$ cat src/rtl/gf2_solution_streamer_if.sv
// rtl/gf2_solution_streamer_if.sv - stream bus carrying solution vectors out of the streamer
interface gf2_solution_streamer_if #(
  parameter int DATA_WIDTH = 8
);
  logic                  tvalid;
  logic                  tready;
  logic [DATA_WIDTH-1:0] tdata;
  logic                  tlast;

  modport master (output tvalid, output tdata, output tlast, input tready);
  modport slave  (input tvalid, input tdata, input tlast, output tready);
endinterface

$ cat src/rtl/gf2_solution_streamer.sv
// rtl/gf2_solution_streamer.sv - enumerates every solution of an RREF GF(2) system as stream beats
module gf2_solution_streamer #(
  parameter int ROWS       = 4,
  parameter int COLS       = 5,
  parameter int DATA_WIDTH = 8
) (
  input  logic                    clk,
  input  logic                    rst_n,
  input  logic                    start,
  input  logic [COLS-1:0]         RREF [ROWS],
  output logic                    busy,
  output logic                    done,
  output logic                    no_solution,
  gf2_solution_streamer_if.master solution_stream
);

  localparam int NV = COLS - 1;      // number of variables
  localparam int RW = $clog2(COLS);  // wide enough for a var index, a rank and the free count

  if (DATA_WIDTH < NV) begin : g_bad_width
    $error("gf2_solution_streamer: DATA_WIDTH must be >= COLS-1");
  end

  typedef enum logic [1:0] {S_IDLE, S_ANALYSE, S_EMIT, S_FINISH} state_t;

  state_t                    r_state;
  logic [ROWS-1:0][COLS-1:0] r_mat;
  logic [ROWS-1:0][RW-1:0]   r_piv;
  logic [ROWS-1:0]           r_piv_ok;
  logic [NV-1:0]             r_free;
  logic [NV-1:0][RW-1:0]     r_rank;
  logic [COLS-1:0]           r_last_k;
  logic                      r_incons;
  logic [COLS-1:0]           r_k;
  logic                      r_tvalid;
  logic                      r_tlast;
  logic [DATA_WIDTH-1:0]     r_tdata;
  logic                      r_no_solution;
  logic                      r_busy;
  logic                      r_done;

  logic [ROWS-1:0][RW-1:0]   w_piv;
  logic [ROWS-1:0]           w_piv_ok;
  logic [NV-1:0]             w_free;
  logic [NV-1:0][RW-1:0]     w_rank;
  logic [RW-1:0]             w_nfree;
  logic [COLS-1:0]           w_last_k;
  logic                      w_incons;

  logic                      w_analyse;
  logic [ROWS-1:0][RW-1:0]   w_s_piv;
  logic [ROWS-1:0]           w_s_piv_ok;
  logic [NV-1:0]             w_s_free;
  logic [NV-1:0][RW-1:0]     w_s_rank;
  logic [COLS-1:0]           w_s_last_k;
  logic                      w_s_incons;
  logic [COLS-1:0]           w_k;
  logic [NV-1:0]             w_x;
  logic [DATA_WIDTH-1:0]     w_beat_data;
  logic                      w_beat_last;
  logic                      w_hs;

  assign solution_stream.tvalid = r_tvalid;
  assign solution_stream.tlast  = r_tlast;
  assign solution_stream.tdata  = r_tdata;
  assign no_solution            = r_no_solution;
  assign busy                   = r_busy;
  assign done                   = r_done;
  assign w_hs                   = r_tvalid & solution_stream.tready;

  // Structural analysis of the latched matrix: pivots, free vars, their ranks, consistency
  always_comb begin
    w_piv    = '0;
    w_piv_ok = '0;
    w_free   = '1;
    w_rank   = '0;
    w_nfree  = '0;
    w_incons = 1'b0;
    // Scan from the highest var down so the lowest set coefficient wins
    for (int r = 0; r < ROWS; r++) begin
      for (int v = NV - 1; v >= 0; v--) begin
        if (r_mat[r][COLS-1-v]) begin
          w_piv_ok[r] = 1'b1;
          w_piv[r]    = RW'(v);
        end
      end
    end
    for (int r = 0; r < ROWS; r++) begin
      for (int v = 0; v < NV; v++) begin
        if (w_piv_ok[r] && (w_piv[r] == RW'(v))) w_free[v] = 1'b0;
      end
    end
    for (int v = 0; v < NV; v++) begin
      w_rank[v] = w_nfree;
      if (w_free[v]) w_nfree = w_nfree + 1'b1;
    end
    for (int r = 0; r < ROWS; r++) begin
      if (!w_piv_ok[r]) w_incons = w_incons | r_mat[r][0];
    end
    w_last_k = (COLS'(1) << w_nfree) - COLS'(1);
  end

  // First beat is built from the live analysis; later beats from the registered copy and k+1
  always_comb begin
    w_analyse  = (r_state == S_ANALYSE);
    w_s_piv    = w_analyse ? w_piv    : r_piv;
    w_s_piv_ok = w_analyse ? w_piv_ok : r_piv_ok;
    w_s_free   = w_analyse ? w_free   : r_free;
    w_s_rank   = w_analyse ? w_rank   : r_rank;
    w_s_last_k = w_analyse ? w_last_k : r_last_k;
    w_s_incons = w_analyse ? w_incons : r_incons;
    w_k        = w_analyse ? '0       : r_k + 1'b1;
  end

  // Solution vector for counter value w_k: free vars straight from k, pivots back-substituted
  always_comb begin
    logic acc;
    w_x = '0;
    acc = 1'b0;
    for (int v = 0; v < NV; v++) begin
      if (w_s_free[v]) w_x[v] = w_k[w_s_rank[v]];
    end
    for (int r = 0; r < ROWS; r++) begin
      if (w_s_piv_ok[r]) begin
        acc = r_mat[r][0];
        for (int v = 0; v < NV; v++) begin
          if (w_s_free[v] && r_mat[r][COLS-1-v]) acc = acc ^ w_x[v];
        end
        for (int v = 0; v < NV; v++) begin
          if (w_s_piv[r] == RW'(v)) w_x[v] = acc;
        end
      end
    end
    w_beat_data = w_s_incons ? '0 : DATA_WIDTH'(w_x);
    w_beat_last = w_s_incons | (w_k == w_s_last_k);
  end

  // Control FSM with registered stream outputs
  always_ff @(posedge clk or negedge rst_n) begin
    if (!rst_n) begin
      r_state       <= S_IDLE;
      r_mat         <= '0;
      r_piv         <= '0;
      r_piv_ok      <= '0;
      r_free        <= '0;
      r_rank        <= '0;
      r_last_k      <= '0;
      r_incons      <= 1'b0;
      r_k           <= '0;
      r_tvalid      <= 1'b0;
      r_tlast       <= 1'b0;
      r_tdata       <= '0;
      r_no_solution <= 1'b0;
      r_busy        <= 1'b0;
      r_done        <= 1'b0;
    end else begin
      case (r_state)
        S_IDLE: begin
          r_done <= 1'b0;
          if (start) begin
            for (int r = 0; r < ROWS; r++) r_mat[r] <= RREF[r];
            r_busy  <= 1'b1;
            r_state <= S_ANALYSE;
          end
        end
        S_ANALYSE: begin
          r_piv         <= w_piv;
          r_piv_ok      <= w_piv_ok;
          r_free        <= w_free;
          r_rank        <= w_rank;
          r_last_k      <= w_last_k;
          r_incons      <= w_incons;
          r_k           <= '0;
          r_tvalid      <= 1'b1;
          r_tdata       <= w_beat_data;
          r_tlast       <= w_beat_last;
          r_no_solution <= w_incons;
          r_state       <= S_EMIT;
        end
        S_EMIT: begin
          if (w_hs) begin
            if (r_tlast) begin
              r_tvalid      <= 1'b0;
              r_tlast       <= 1'b0;
              r_tdata       <= '0;
              r_no_solution <= 1'b0;
              r_busy        <= 1'b0;
              r_done        <= 1'b1;
              r_state       <= S_FINISH;
            end else begin
              r_k     <= w_k;
              r_tdata <= w_beat_data;
              r_tlast <= w_beat_last;
            end
          end
        end
        default: begin
          r_done  <= 1'b0;
          r_state <= S_IDLE;
        end
      endcase
    end
  end

endmodule
$ cat src/flat_wrapper.sv
// flat-port wrapper written by rule: the top's interface ports become plain ports
module gf2_solution_streamer_flat 
#(
  parameter int ROWS       = 4,
  parameter int COLS       = 5,
  parameter int DATA_WIDTH = 8
)
  (clk, rst_n, start, RREF, busy, done, no_solution, solution_stream_tvalid, solution_stream_tdata, solution_stream_tlast, solution_stream_tready);
  gf2_solution_streamer_if #(.DATA_WIDTH(DATA_WIDTH)) solution_stream_i ();
  input  logic clk;
  input  logic rst_n;
  input  logic start;
  input  logic [COLS-1:0] RREF[ROWS];
  output logic busy;
  output logic done;
  output logic no_solution;
  output wire logic [$bits(solution_stream_i.tvalid)-1:0] solution_stream_tvalid;
  output wire logic [$bits(solution_stream_i.tdata)-1:0] solution_stream_tdata;
  output wire logic [$bits(solution_stream_i.tlast)-1:0] solution_stream_tlast;
  input wire logic [$bits(solution_stream_i.tready)-1:0] solution_stream_tready;
  assign solution_stream_tvalid = solution_stream_i.tvalid;
  assign solution_stream_tdata = solution_stream_i.tdata;
  assign solution_stream_tlast = solution_stream_i.tlast;
  assign solution_stream_i.tready = solution_stream_tready;
  gf2_solution_streamer #(.ROWS(ROWS), .COLS(COLS), .DATA_WIDTH(DATA_WIDTH)) u_core (.clk(clk), .rst_n(rst_n), .start(start), .RREF(RREF), .busy(busy), .done(done), .no_solution(no_solution), .solution_stream(solution_stream_i));
endmodule
$ cat config.mk
export PLATFORM = sky130hd
export DESIGN_NAME = gf2_solution_streamer_flat
export DESIGN_NICKNAME = d
export VERILOG_FILES = /design/src/rtl/gf2_solution_streamer_if.sv /design/src/rtl/gf2_solution_streamer.sv /design/src/flat_wrapper.sv
export SDC_FILE = /design/constraint.sdc
export NUM_CORES = 1
export LEC_CHECK = 0
export CAP_MARGIN = 10
export CORE_ASPECT_RATIO = 1.1
export CORE_MARGIN = 2
export CORE_UTILIZATION = 55
export CTS_CLUSTER_DIAMETER = 80
export CTS_CLUSTER_SIZE = 14
export DETAILED_ROUTE_END_ITERATION = 7
export GPL_TIMING_DRIVEN = 0
export PLACE_DENSITY = 0.79
export SLEW_MARGIN = 20
export SYNTH_ARGS = -nofsm -noshare
export SYNTH_HDL_FRONTEND = slang
export SYNTH_SLANG_ARGS = --single-unit
$ cat constraint.sdc
create_clock -name clk -period 5.35 [get_ports clk]
set_input_delay 0.8025 -clock clk [delete_from_list [all_inputs] [get_ports clk]]
set_output_delay 0.8025 -clock clk [all_outputs]
set_load 0.01 [all_outputs]
==> results by group <==
Placed design
  – Pre-CTS setup slack: -253 ps
  – Placement Cell Area: 5180 um^2
  – Global placer's final weighted congestion: 0.880
  – Buffers added on ports: 32
  – DP HPWL: roughly 8500 um
  – Cells after DPL: about 650

Worst setup path
  – CP Capture Type: register
  – CP Max Fanout: 6
  – RR Startpoint: u_core.r_k[0]
  – Arrival @ worst endpoint: 5530 ps
  – Crit path required time: 5630 ps
  – Critical-path top delay cell: xnor3_2
  – CP cell instances: ha_4, xnor2_2, a311o_1, or2_1, o221ai_2, nand4_1, and3_4, o211a_1, or3_1, o22ai_1, xnor3_2, mux2i_1, xnor2_1, xnor2_2, o31a_1, a311oi_2, xnor3_2, o211ai_2
  – Reg2Reg Depth: 18
  – Worst r2r dst: u_core.solution_stream.tdata[0]
  – Crit path largest cell delay: roughly 520 ps
  – Worst setup SP type: register
  – Largest delay share family, worst path: compound AO/OA/AOI/OAI gates
  – CP Buf/Inv Count: 0
  – R2R Setup Slk: 100 ps
  – Crit path kind: reg -> reg

Synthesis
  – Syn Area/Cell: 9.27 um^2
  – Synth Warn #: 0
  – Netlist cell types: 75
  – Synth top cells by count: dfrtp_1, nand2_1, nor2_1, a21oi_1, o21ai_0
  – Top cell type's share of synthesized area: 39.5%
  – Number of flops mapped to enable cells by yosys: 0
  – Top-count cell post-synth: dfrtp_1
  – FF+latch count, synth: 74
  – Cell accounting for the most synthesized area: dfrtp_1
  – Syn Std Cell Area: 4690 um^2
  – Mapped Cells: 506
  – Synth area leaders: dfrtp_1, mux2_2, nand2_1
  – Synth Flop Type: dfrtp_1
  – Sequential area share after synthesis: 39.5%
  – Ys async rst share: 100%

Global routing
  – First-pass GRT wire length: 18800 um
  – Largest net degree at the start of global routing: 43
  – Gr ovfl total: 0
  – Vias in the first global route: 3972
  – Global Route Usage Sum: 26.0%
  – Initial antenna violation count: 0

Flow run
  – Max Cap Viol: 0

Hold path
  – Worst hold path type: in -> async

Timing
  – Slew @ Worst Pin: ~770 ps
  – Final setup violation count: 0
  – Crit share post-route: 98.1%
  – Period minus WS final: 5250 ps
  – Clock Skew: 8.27 ps
  – Setup TNS: 0 ps
  – Achievable Freq: 0.190 GHz
  – Max Slew Vio Count: 0
  – Post-route setup slack: 99.6 ps
  – Fin. Hold Viols: 0
  – Worst slew margin: between 40% and 50%

Routing
  – Drc violations: 0
  – Via-per-instance ratio: about 6.1
  – Metal2 WL: between 5000 and 6000 um
  – Met3 routed wirelength: 727 um
  – Max Used Layer: met4
  – Routed Antenna Nets: 0
  – Wl on met1: 4930 um
  – Drt total wl: 12000 um
  – Starting DRT DRC Count: 363
  – Total number of vias: 4171
  – DR WL/cell: 17.7 um
  – First-pass DRT Iterations: 5

Layout
  – Layout net count: approximately 600
  – Diodes inserted: 0
  – Share of cells above drive strength 1: 18.5%
  – Area Growth Syn to Fin: 20.8%
  – Area of the multi-input gates: 2780 um^2
  – Final instance area: 5670 um^2
  – Fill count: 632
  – Post-route insts no fill: 679
  – Sequential cell area: 1860 um^2

Run status
  – Status: finished clean

Clock network
  – # clock sinks: 74
  – Max clock buf depth: 2
  – TritonCTS Buffers: 9
  – Skew-Pair Late Insertion Delay: approximately 360 ps
  – Root buf cell: clkbuf_8
  – H-Tree Depth: 3
  – TritonCTS clock tree: yes
  – Worst-path clk slew: 80 ps

Floorplanning
  – Initial core utilization: a little under three fifths
  – DIE WIDTH: roughly 90 um
  – Die Footprint: 9280 um^2
  – Die Height: approximately 100 um
  – # IOs: 37
  – Core area: 8320 um^2
  – Number of cell rows: 35
==> cell families (layout without fill, tap and decap cells) <==
group,after synthesis,count (layout),synth area share [%]
other cells,1,4,0.0800
compound gates,130,130,19.2
flops,74,74,39.5
mux,39,39,9.12
xor+xnor,22,22,5.68
fa+ha+maj,9,9,2.40
buf+inv,47,106,4.16
simple gates,184,184,19.9
==> sequential cells by signal, summed over array words and instances, names as in the netlist <==
signal	cells
u_core.r_piv_ok	4
u_core.solution_stream.tlast	1
u_core.done	1
u_core.r_k	5
u_core.solution_stream.tdata	4
u_core.solution_stream.tvalid	1
u_core.r_state	2
u_core.r_free	4
u_core.r_last_k	5
u_core.busy	1
u_core.r_incons	1
u_core.r_piv	12
u_core.r_rank	12
u_core.no_solution	1
u_core.r_mat	20
==> layout by cell type (no fill, tap or decap), types with 12 or more instances in the layout <==
cell / n
nor2_1: 39
nand2_1: 50
buf_4: 16
dfrtp_1: 68
nor2b_1: 22
mux2i_1: 12
inv_1: 28
clkdlybuf4s50_1: 31
a21oi_1: 34
nand3_1: 17
o21ai_0: 32
mux2_2: 25
xnor2_1: 12
==> through the flow <==
step	utilization (%)	hold slack (ps)
2_1_floorplan	-	442
3_5_place_dp	62.2	482
3_3_place_gp	62.0	477
5_1_grt	68.1	409
6_report	68.1	367
4_1_cts	66.0	387
==> how the worst max path moves through the flow <==
stage	startpoint	endpoint	slack [ps]	cells past startpoint
after floorplan	u_core.r_mat[4]	u_core.solution_stream.tdata[0]	490	20
after global placement	u_core.r_mat[4]	u_core.solution_stream.tdata[0]	-90	20
after detailed placement	u_core.r_mat[4]	u_core.solution_stream.tdata[0]	-250	20
after CTS	u_core.r_k[0]	u_core.solution_stream.tdata[0]	40	18
after global routing	u_core.r_k[0]	u_core.solution_stream.tdata[0]	-30	18
final	u_core.r_k[0]	u_core.solution_stream.tdata[0]	100	18
==> metal layers <==
metal	GRT usage, %	vias up
met5	0	-
met4	13.0	0
met2	43.8	182
li1	-	1925
met1	32.3	2015
met3	4.56	49
==> what timing repair did <==
action | 4_1_cts | 5_1_grt
setup endpoints to repair | 4 | 4
buffers inserted | 1 | 10
pin swaps | 3 | 12
hold buffers | 0 | 0
gates resized for setup | 9 | 28
==> cell type report <==
| cell class | instances | share of cell area [%] |
|---|---|---|
| multi-input combinational | 388 | 49.1 |
| sequential | 74 | 32.8 |
| timing repair buffer | 44 | 7.42 |
| clock buffer | 11 | 2.50 |
| tap | 111 | 2.45 |
| clock inverter | 5 | 2.21 |
| inverter | 29 | 1.92 |
| buffer | 17 | 1.57 |
Power is left out: the tool's default activity adds up to more than one toggle a clock period on the data nets, which glitch-free logic cannot reach.
